--- config.mk ---
export PLATFORM = sky130hd
export DESIGN_NAME = stuffed_flag_tx
export DESIGN_NICKNAME = d
export VERILOG_FILES = /design/src/rtl/stuffed_flag_tx_pkg.sv /design/src/rtl/stuffed_flag_tx_bit_stuffer.sv /design/src/rtl/stuffed_flag_tx.sv
export SDC_FILE = /design/constraint.sdc
export NUM_CORES = 1
export LEC_CHECK = 0
export CORE_ASPECT_RATIO = 0.7
export CORE_MARGIN = 2
export CORE_UTILIZATION = 58
export CTS_BUF_LIST = sky130_fd_sc_hd__clkbuf_4 sky130_fd_sc_hd__clkbuf_8
export DETAILED_ROUTE_END_ITERATION = 12
export GPL_ROUTABILITY_DRIVEN = 0
export HOLD_SLACK_MARGIN = 0.12
export PLACE_DENSITY = 0.9
export SLEW_MARGIN = 20
export SYNTH_ARGS = -nofsm -noshare
export SYNTH_HDL_FRONTEND = slang
export SYNTH_SLANG_ARGS = --single-unit
--- constraint.sdc ---
create_clock -name clk -period 2.1 [get_ports clk]
set_input_delay 0.315 -clock clk [delete_from_list [all_inputs] [get_ports clk]]
set_output_delay 0.315 -clock clk [all_outputs]
set_load 0.01 [all_outputs]
--- src/rtl/stuffed_flag_tx_pkg.sv ---
// Shared definitions for the stuffed-flag serial transmitter.
//   state_e   : transmitter FSM states
//   flag_bit  : value of bit <idx> of a flag (0, flag_len ones, 0)
package stuffed_flag_tx_pkg;

    typedef enum logic [2:0] {
        ST_IDLE,
        ST_OPEN,
        ST_DATA,
        ST_STUFF,
        ST_CLOSE
    } state_e;

    // A flag is flag_len+2 bits long: a leading 0, flag_len ones, a trailing 0.
    function automatic logic flag_bit(input int idx, input int flag_len);
        return !(idx == 0 || idx == flag_len + 1);
    endfunction

endpackage

--- src/rtl/stuffed_flag_tx_bit_stuffer.sv ---
// Tracks the run of consecutive payload ones on the serial line and requests
// a stuff 0 once the run reaches FLAG_LEN-1.
//   clk, reset_n : clock, async active-low reset
//   bit_in       : bit currently on the line
//   advance      : bit_in is a payload bit (any other bit breaks the run)
//   stuff_req    : this payload 1 completes a STUFF_RUN run; next bit must be 0
//   run_cnt      : ones counted so far, including earlier cycles only
module stuffed_flag_tx_bit_stuffer #(
    parameter int FLAG_LEN = 4,
    localparam int CW      = $clog2(FLAG_LEN + 1)
) (
    input  logic          clk,
    input  logic          reset_n,
    input  logic          bit_in,
    input  logic          advance,
    output logic          stuff_req,
    output logic [CW-1:0] run_cnt
);

    localparam int STUFF_RUN = FLAG_LEN - 1;

    logic [CW-1:0] run_cnt_q, run_cnt_d;

    // Stuff, flag and idle bits all break the run, so only payload bits count.
    always_comb begin
        run_cnt_d = '0;
        if (advance && bit_in) run_cnt_d = run_cnt_q + CW'(1);
    end

    assign stuff_req = advance && bit_in && (run_cnt_q == CW'(STUFF_RUN - 1));
    assign run_cnt   = run_cnt_q;

    always_ff @(posedge clk or negedge reset_n) begin
        if (!reset_n) run_cnt_q <= '0;
        else          run_cnt_q <= run_cnt_d;
    end

endmodule

--- src/rtl/stuffed_flag_tx.sv ---
// Serial frame transmitter: open flag, bit-stuffed payload words (MSB first),
// close flag. A stuff 0 follows every FLAG_LEN-1 payload ones so a run of
// FLAG_LEN ones only ever appears inside a flag.
//   clk, reset_n  : clock, async active-low reset
//   din/din_valid/din_last/din_ready : word input handshake
//   aout          : registered serial line, idles at 0
//   busy          : high from first open-flag bit through last close-flag bit
//   underrun_err  : one-cycle pulse when no word is ready mid-frame
module stuffed_flag_tx
    import stuffed_flag_tx_pkg::*;
#(
    parameter int DATA_W   = 8,
    parameter int FLAG_LEN = 4
) (
    input  logic              clk,
    input  logic              reset_n,
    input  logic [DATA_W-1:0] din,
    input  logic              din_valid,
    input  logic              din_last,
    output logic              din_ready,
    output logic              aout,
    output logic              busy,
    output logic              underrun_err
);

    localparam int STUFF_RUN = FLAG_LEN - 1;
    localparam int IW        = $clog2(FLAG_LEN + 2);
    localparam int BW        = $clog2(DATA_W + 1);
    localparam int CW        = $clog2(FLAG_LEN + 1);

    // state_q names the kind of bit currently on aout.
    state_e            state_q, state_d;
    logic [IW-1:0]     idx_q, idx_d;          // flag bit index
    logic [BW-1:0]     bit_cnt_q, bit_cnt_d;  // payload bit index within word
    logic [DATA_W-1:0] shreg_q, shreg_d;      // remaining payload bits, MSB next
    logic              last_flag_q, last_flag_d;
    logic              word_done_q, word_done_d;  // stuff bit follows the word's final bit
    logic              aout_q, aout_d;
    logic              underrun_q, underrun_d;

    logic              stuff_req;
    logic [CW-1:0]     run_cnt;
    logic              last_bit;
    logic              complete;

    stuffed_flag_tx_bit_stuffer #(.FLAG_LEN(FLAG_LEN)) u_stuffer (
        .clk       (clk),
        .reset_n   (reset_n),
        .bit_in    (aout_q),
        .advance   (state_q == ST_DATA),
        .stuff_req (stuff_req),
        .run_cnt   (run_cnt)
    );

    assign last_bit = (bit_cnt_q == BW'(DATA_W - 1));
    // A word finishes on its final bit unless a stuff is due, in which case
    // it finishes in that stuff cycle instead.
    assign complete = (state_q == ST_DATA && !stuff_req && last_bit) ||
                      (state_q == ST_STUFF && word_done_q);

    always_comb begin
        state_d     = state_q;
        idx_d       = idx_q;
        bit_cnt_d   = bit_cnt_q;
        shreg_d     = shreg_q;
        last_flag_d = last_flag_q;
        word_done_d = word_done_q;
        aout_d      = 1'b0;
        underrun_d  = 1'b0;
        din_ready   = 1'b0;

        unique case (state_q)
            ST_IDLE: begin
                din_ready = 1'b1;
                if (din_valid) begin
                    state_d     = ST_OPEN;
                    idx_d       = '0;
                    aout_d      = flag_bit(0, FLAG_LEN);
                    shreg_d     = din;
                    last_flag_d = din_last;
                end
            end
            ST_OPEN: begin
                if (idx_q == IW'(FLAG_LEN + 1)) begin
                    state_d   = ST_DATA;
                    bit_cnt_d = '0;
                    aout_d    = shreg_q[DATA_W-1];
                    shreg_d   = shreg_q << 1;
                end else begin
                    idx_d  = idx_q + IW'(1);
                    aout_d = flag_bit(int'(idx_q) + 1, FLAG_LEN);
                end
            end
            ST_DATA: begin
                word_done_d = last_bit;
                if (stuff_req) begin
                    state_d = ST_STUFF;
                end else if (!last_bit) begin
                    bit_cnt_d = bit_cnt_q + BW'(1);
                    aout_d    = shreg_q[DATA_W-1];
                    shreg_d   = shreg_q << 1;
                end
            end
            ST_STUFF: begin
                if (!word_done_q) begin
                    state_d   = ST_DATA;
                    bit_cnt_d = bit_cnt_q + BW'(1);
                    aout_d    = shreg_q[DATA_W-1];
                    shreg_d   = shreg_q << 1;
                end
            end
            ST_CLOSE: begin
                if (idx_q == IW'(FLAG_LEN + 1)) begin
                    state_d = ST_IDLE;
                end else begin
                    idx_d  = idx_q + IW'(1);
                    aout_d = flag_bit(int'(idx_q) + 1, FLAG_LEN);
                end
            end
            default: state_d = ST_IDLE;
        endcase

        if (complete) begin
            if (last_flag_q) begin
                state_d = ST_CLOSE;
                idx_d   = '0;
                aout_d  = flag_bit(0, FLAG_LEN);
            end else begin
                din_ready = 1'b1;
                if (din_valid) begin
                    // Next word's MSB follows immediately, no gap.
                    state_d     = ST_DATA;
                    bit_cnt_d   = '0;
                    aout_d      = din[DATA_W-1];
                    shreg_d     = din << 1;
                    last_flag_d = din_last;
                end else begin
                    underrun_d = 1'b1;
                    state_d    = ST_CLOSE;
                    idx_d      = '0;
                    aout_d     = flag_bit(0, FLAG_LEN);
                end
            end
        end
    end

    always_ff @(posedge clk or negedge reset_n) begin
        if (!reset_n) begin
            state_q     <= ST_IDLE;
            idx_q       <= '0;
            bit_cnt_q   <= '0;
            shreg_q     <= '0;
            last_flag_q <= 1'b0;
            word_done_q <= 1'b0;
            aout_q      <= 1'b0;
            underrun_q  <= 1'b0;
        end else begin
            state_q     <= state_d;
            idx_q       <= idx_d;
            bit_cnt_q   <= bit_cnt_d;
            shreg_q     <= shreg_d;
            last_flag_q <= last_flag_d;
            word_done_q <= word_done_d;
            aout_q      <= aout_d;
            underrun_q  <= underrun_d;
        end
    end

    assign aout         = aout_q;
    assign busy         = (state_q != ST_IDLE);
    assign underrun_err = underrun_q;

    // Stuffing bounds every payload run at STUFF_RUN ones.
    assert property (@(posedge clk) run_cnt <= CW'(STUFF_RUN));

endmodule
==> metrics.txt, run 1 <==
# TYPE chip_impl_metric gauge
chip_impl_metric{name="reg2reg_depth",unit=""} 7
chip_impl_metric{name="ys_ff_latch",unit=""} 25
chip_impl_metric{name="cts_buffer_depth",unit=""} 2
chip_impl_metric{name="gr-usage-all-layers",unit="%"} 30.0
chip_impl_metric{name="postLayoutSetupSlackWorst",unit="ns"} 0.0450
chip_impl_metric{name="grt_max_degree",unit=""} 26
chip_impl_metric{name="max-slew-margin-rel",unit="%"} 70.7
chip_impl_metric{name="placement.setup.worst_slack",unit="ns"} 0.0710
chip_impl_metric{name="cellPowerDensity",unit="nW/µm²"} 1330
chip_impl_info{name="crit-reg2reg-launch",value="bit_cnt_q[0]"} 1
chip_impl_metric{name="layout.cells.non_filler",unit=""} 229
chip_impl_metric{name="clk_latency_worst_skew_pair",unit="ns"} 0.27
chip_impl_metric{name="arrival",unit="ns"} 2.25
chip_impl_info{name="synth_largest_area_cell",value="dfrtp_1"} 1
chip_impl_metric{name="n_fill_cell",unit=""} 170
chip_impl_metric{name="timing.critical_path.fanout_max",unit=""} 12
chip_impl_metric{name="synth_edf_count",unit=""} 0
chip_impl_metric{name="grt_overflow_total",unit=""} 0
chip_impl_metric{name="wl_met1",unit="mm"} 1.80
chip_impl_metric{name="ios",unit=""} 16
chip_impl_info{name="timing.critical_path.to_type",value="register"} 1
chip_impl_metric{name="grt_pass1_vias",unit=""} 1354
chip_impl_metric{name="dr.first_iter.drc_count",unit=""} 185
chip_impl_info{name="maxUsedRoutingLayer",value="met4"} 1
chip_impl_metric{name="cap_violations",unit=""} 0
chip_impl_info{name="tritoncts_clock_tree",value="built"} 1
chip_impl_info{name="r2r_end",value="shreg_q[3]"} 1
chip_impl_metric{name="drt_drc_violations_left",unit=""} 0
chip_impl_metric{name="syn-mean-instance-area",unit="µm²"} 9.39
chip_impl_metric{name="min_period_over_period",unit="%"} 97.9
chip_impl_metric{name="worstMarginPinSlew",unit="ns"} 0.439
chip_impl_metric{name="detailroute.wirelength.met2",unit="mm"} 2.06
chip_impl_info{name="clock_tree.root_cell",value="clkbuf_8"} 1
chip_impl_metric{name="detail_route.vias_per_cell",unit=""} 6.49
chip_impl_info{name="synth_area_leaders",value="dfrtp_1, a21oi_1, ha_1"} 1
chip_impl_metric{name="clock_tree.htree_level_count",unit=""} 1
chip_impl_metric{name="detail_route.wl_per_cell",unit="µm"} 18.6
chip_impl_metric{name="core.rowCount",unit=""} 15
chip_impl_metric{name="finalSetupViolations",unit=""} 0
chip_impl_info{name="hold_path.class",value="primary input to async pin"} 1
chip_impl_metric{name="power.leakage",unit="nW"} 0.839
chip_impl_metric{name="post-dp-hpwl",unit="mm"} 2.89
chip_impl_metric{name="async_reset_ff_share",unit="%"} 100
chip_impl_metric{name="layout_min_cycle_time",unit="ns"} 2.06
chip_impl_metric{name="clock-skew-final",unit="ns"} 0.00653
chip_impl_metric{name="dieArea",unit="µm²"} 3020
chip_impl_metric{name="post_route_cells_drive_above_1_share",unit="%"} 21.5
chip_impl_metric{name="num_antenna_cells",unit=""} 0
chip_impl_metric{name="antenna_violations_before_repair",unit=""} 0
chip_impl_metric{name="routed-wl-met3",unit="µm"} 310
chip_impl_metric{name="ys_seq_area_share",unit="%"} 41.6
chip_impl_metric{name="clkTransAtPathRegs",unit="ns"} 0.09
chip_impl_metric{name="clock-sinks",unit=""} 25
chip_impl_metric{name="synthDominantCellAreaShare",unit="%"} 41.6
chip_impl_metric{name="rrSetupSlack",unit="ns"} 0.04
chip_impl_info{name="ys.flop_type",value="dfrtp_1"} 1
chip_impl_metric{name="hold_vio_cnt_final",unit=""} 0
chip_impl_metric{name="wirelength",unit="mm"} 4.25
chip_impl_metric{name="ir_worst_vdd",unit="mV"} 0.716
chip_impl_metric{name="yosys_warnings",unit=""} 0
chip_impl_metric{name="syn_to_final_growth",unit="%"} 28.1
chip_impl_metric{name="die_y",unit="µm"} 46.6
chip_impl_info{name="worstSetupPathType",value="register to register"} 1
chip_impl_metric{name="holdBufCountCts",unit=""} 0
chip_impl_metric{name="timing.final.max_slew_violations",unit=""} 0
chip_impl_metric{name="die_w",unit="µm"} 64.8
chip_impl_metric{name="fmax",unit="MHz"} 487
chip_impl_metric{name="place.port_buffers",unit=""} 15
chip_impl_metric{name="fp.coreArea",unit="µm²"} 2460
chip_impl_metric{name="placed_cells_incl_taps",unit=""} 220
chip_impl_metric{name="fin_setup_tns",unit="ns"} 0
chip_impl_metric{name="vias",unit=""} 1486
chip_impl_metric{name="postRouteAntennaNets",unit=""} 0
chip_impl_metric{name="synthesis.area",unit="µm²"} 1500
chip_impl_metric{name="synth_fp_nets",unit=""} 178
chip_impl_metric{name="netlist-cell-type-count",unit=""} 44
chip_impl_metric{name="number_of_cts_inserted_buffers",unit=""} 3
chip_impl_info{name="outcome",value="finished, final reports clean"} 1
chip_impl_info{name="worst_setup_path_startpoint",value="bit_cnt_q[0]"} 1
chip_impl_metric{name="design.final.nets",unit=""} 214
chip_impl_info{name="startpoint_type",value="register"} 1
chip_impl_metric{name="initial_core_util",unit="%"} 61.1
chip_impl_metric{name="global_route_wire_length_before_repair",unit="mm"} 6.70
chip_impl_metric{name="drt_pass1_iterations",unit=""} 5
chip_impl_info{name="endpoint",value="shreg_q[3]"} 1
chip_impl_metric{name="syn-instance-count",unit=""} 160
chip_impl_metric{name="cp_data_required_time",unit="ns"} 2.29
worst min-delay path by stage:
stage	from	endpoint	cells after the start
2_1_floorplan	reset_n	aout	0
3_3_place_gp	u_stuffer.run_cnt[0]	u_stuffer.run_cnt[0]	1
3_5_place_dp	u_stuffer.run_cnt[0]	u_stuffer.run_cnt[0]	1
4_1_cts	reset_n	idx_q[0]	2
5_1_grt	reset_n	idx_q[0]	2
6_report	reset_n	idx_q[0]	2
critical path, cell delays in order, from the launching register on:
cell     delay, ns
dfrtp_1       0.39
ha_1          0.22
and3b_2       0.25
a31oi_4       0.16
buf_4         0.15
or3_1         0.37
o21ai_0       0.23
o21ai_1       0.19
kinds of logic after synthesis:
family                   after synthesis  share of synthesized area [%]
adder cells (fa/ha/maj)                6                           5.00
buffers and inverters                 14                           3.91
multiplexers                           2                           1.42
AND/OR/NAND/NOR                       58                           22.8
flip-flops                            25                           41.6
XOR/XNOR                               2                           1.17
AO/OA/AOI/OAI                         53                           24.1
cell type report:
cell class                      count  area (µm²)  share of cell area, %
Multi-Input combinational cell    121         867                   45.1
Clock inverter                      1        7.51                  0.390
Sequential cell                    25         627                   32.6
Inverter                            9        33.8                   1.76
Clock buffer                        3        41.3                   2.15
Timing Repair Buffer               36         305                   15.9
Tap cell                           34        42.5                   2.21
per-stage QoR:
step	hold slack, ns	util (%)	area [µm²]	total power [mW]
2_1_floorplan	0.0194	-	1500	1.64
3_3_place_gp	0.441	72.8	1790	2.02
3_5_place_dp	0.466	72.8	1790	2.12
4_1_cts	0.401	75.9	1870	2.45
5_1_grt	0.431	78.3	1920	2.73
6_report	0.393	78.3	1920	2.55
sequential cells by signal, indices dropped and copies added (netlist names):
name               flops
shreg_q                8
bit_cnt_q              4
idx_q                  3
state_q                3
u_stuffer.run_cnt      3
aout                   1
last_flag_q            1
underrun_err           1
word_done_q            1
synthesized netlist by cell type (2+ instances only):
master / count
ha_1: 6
dfrtp_1: 25
o2111ai_1: 2
inv_1: 8
or3_1: 2
a21oi_1: 17
a311oi_1: 2
o211ai_1: 2
o21ai_1: 4
buf_2: 5
o21ai_0: 4
nand2b_1: 4
nor3_1: 4
nand2_1: 11
a222oi_1: 6
xnor2_1: 2
nand3b_1: 2
and4b_1: 3
a41oi_1: 2
nand3_1: 4
nor2_1: 15
or2_1: 2
a31oi_1: 7
per-layer routing:
layer	vias to the layer above	global-route usage [%]
li1	674	-
met1	719	40.1
met2	83	52.0
met3	10	6.36
met4	0	5.11
met5	-	0
cells in the final DEF (no fill, tap or decap), types with 2 or more instances in the layout:
cell type        instances
a21oi_1                 17
a222oi_1                 6
a311oi_1                 2
a31oi_1                  6
and4b_1                  3
buf_4                   21
clkbuf_8                 3
clkdlybuf4s50_1         13
dfrtp_1                 24
ha_1                     5
inv_1                    8
nand2_1                 11
nand2b_1                 4
nand3_1                  4
nand3b_1                 2
nor2_1                  15
nor3_1                   3
nor3_2                   2
o211ai_1                 2
o21ai_0                  4
o21ai_1                  4
or2_1                    2
or3_1                    2
xnor2_1                  2
where the power goes:
part | switching (mW) | internal [mW] | total [mW]
logic | 0.759 | 0.643 | 1.40
clock network | 0.162 | 0.135 | 0.297
registers | 0.192 | 0.661 | 0.853
timing repair:
item,4_1_cts,5_1_grt
pin swaps,0,2
resized for setup,3,10
buffers inserted,3,2
endpoints found under the setup margin,2,8
(Power assumes the default switching activity.)
==> run 2: changes to the inputs <==
ABC_CLOCK_PERIOD_IN_PS = 2100   (was not set)
SLEW_MARGIN = 5   (was 20)
==> results of run 2 <==
The final DEF is identical to that of run 1; final timing and power are the same.
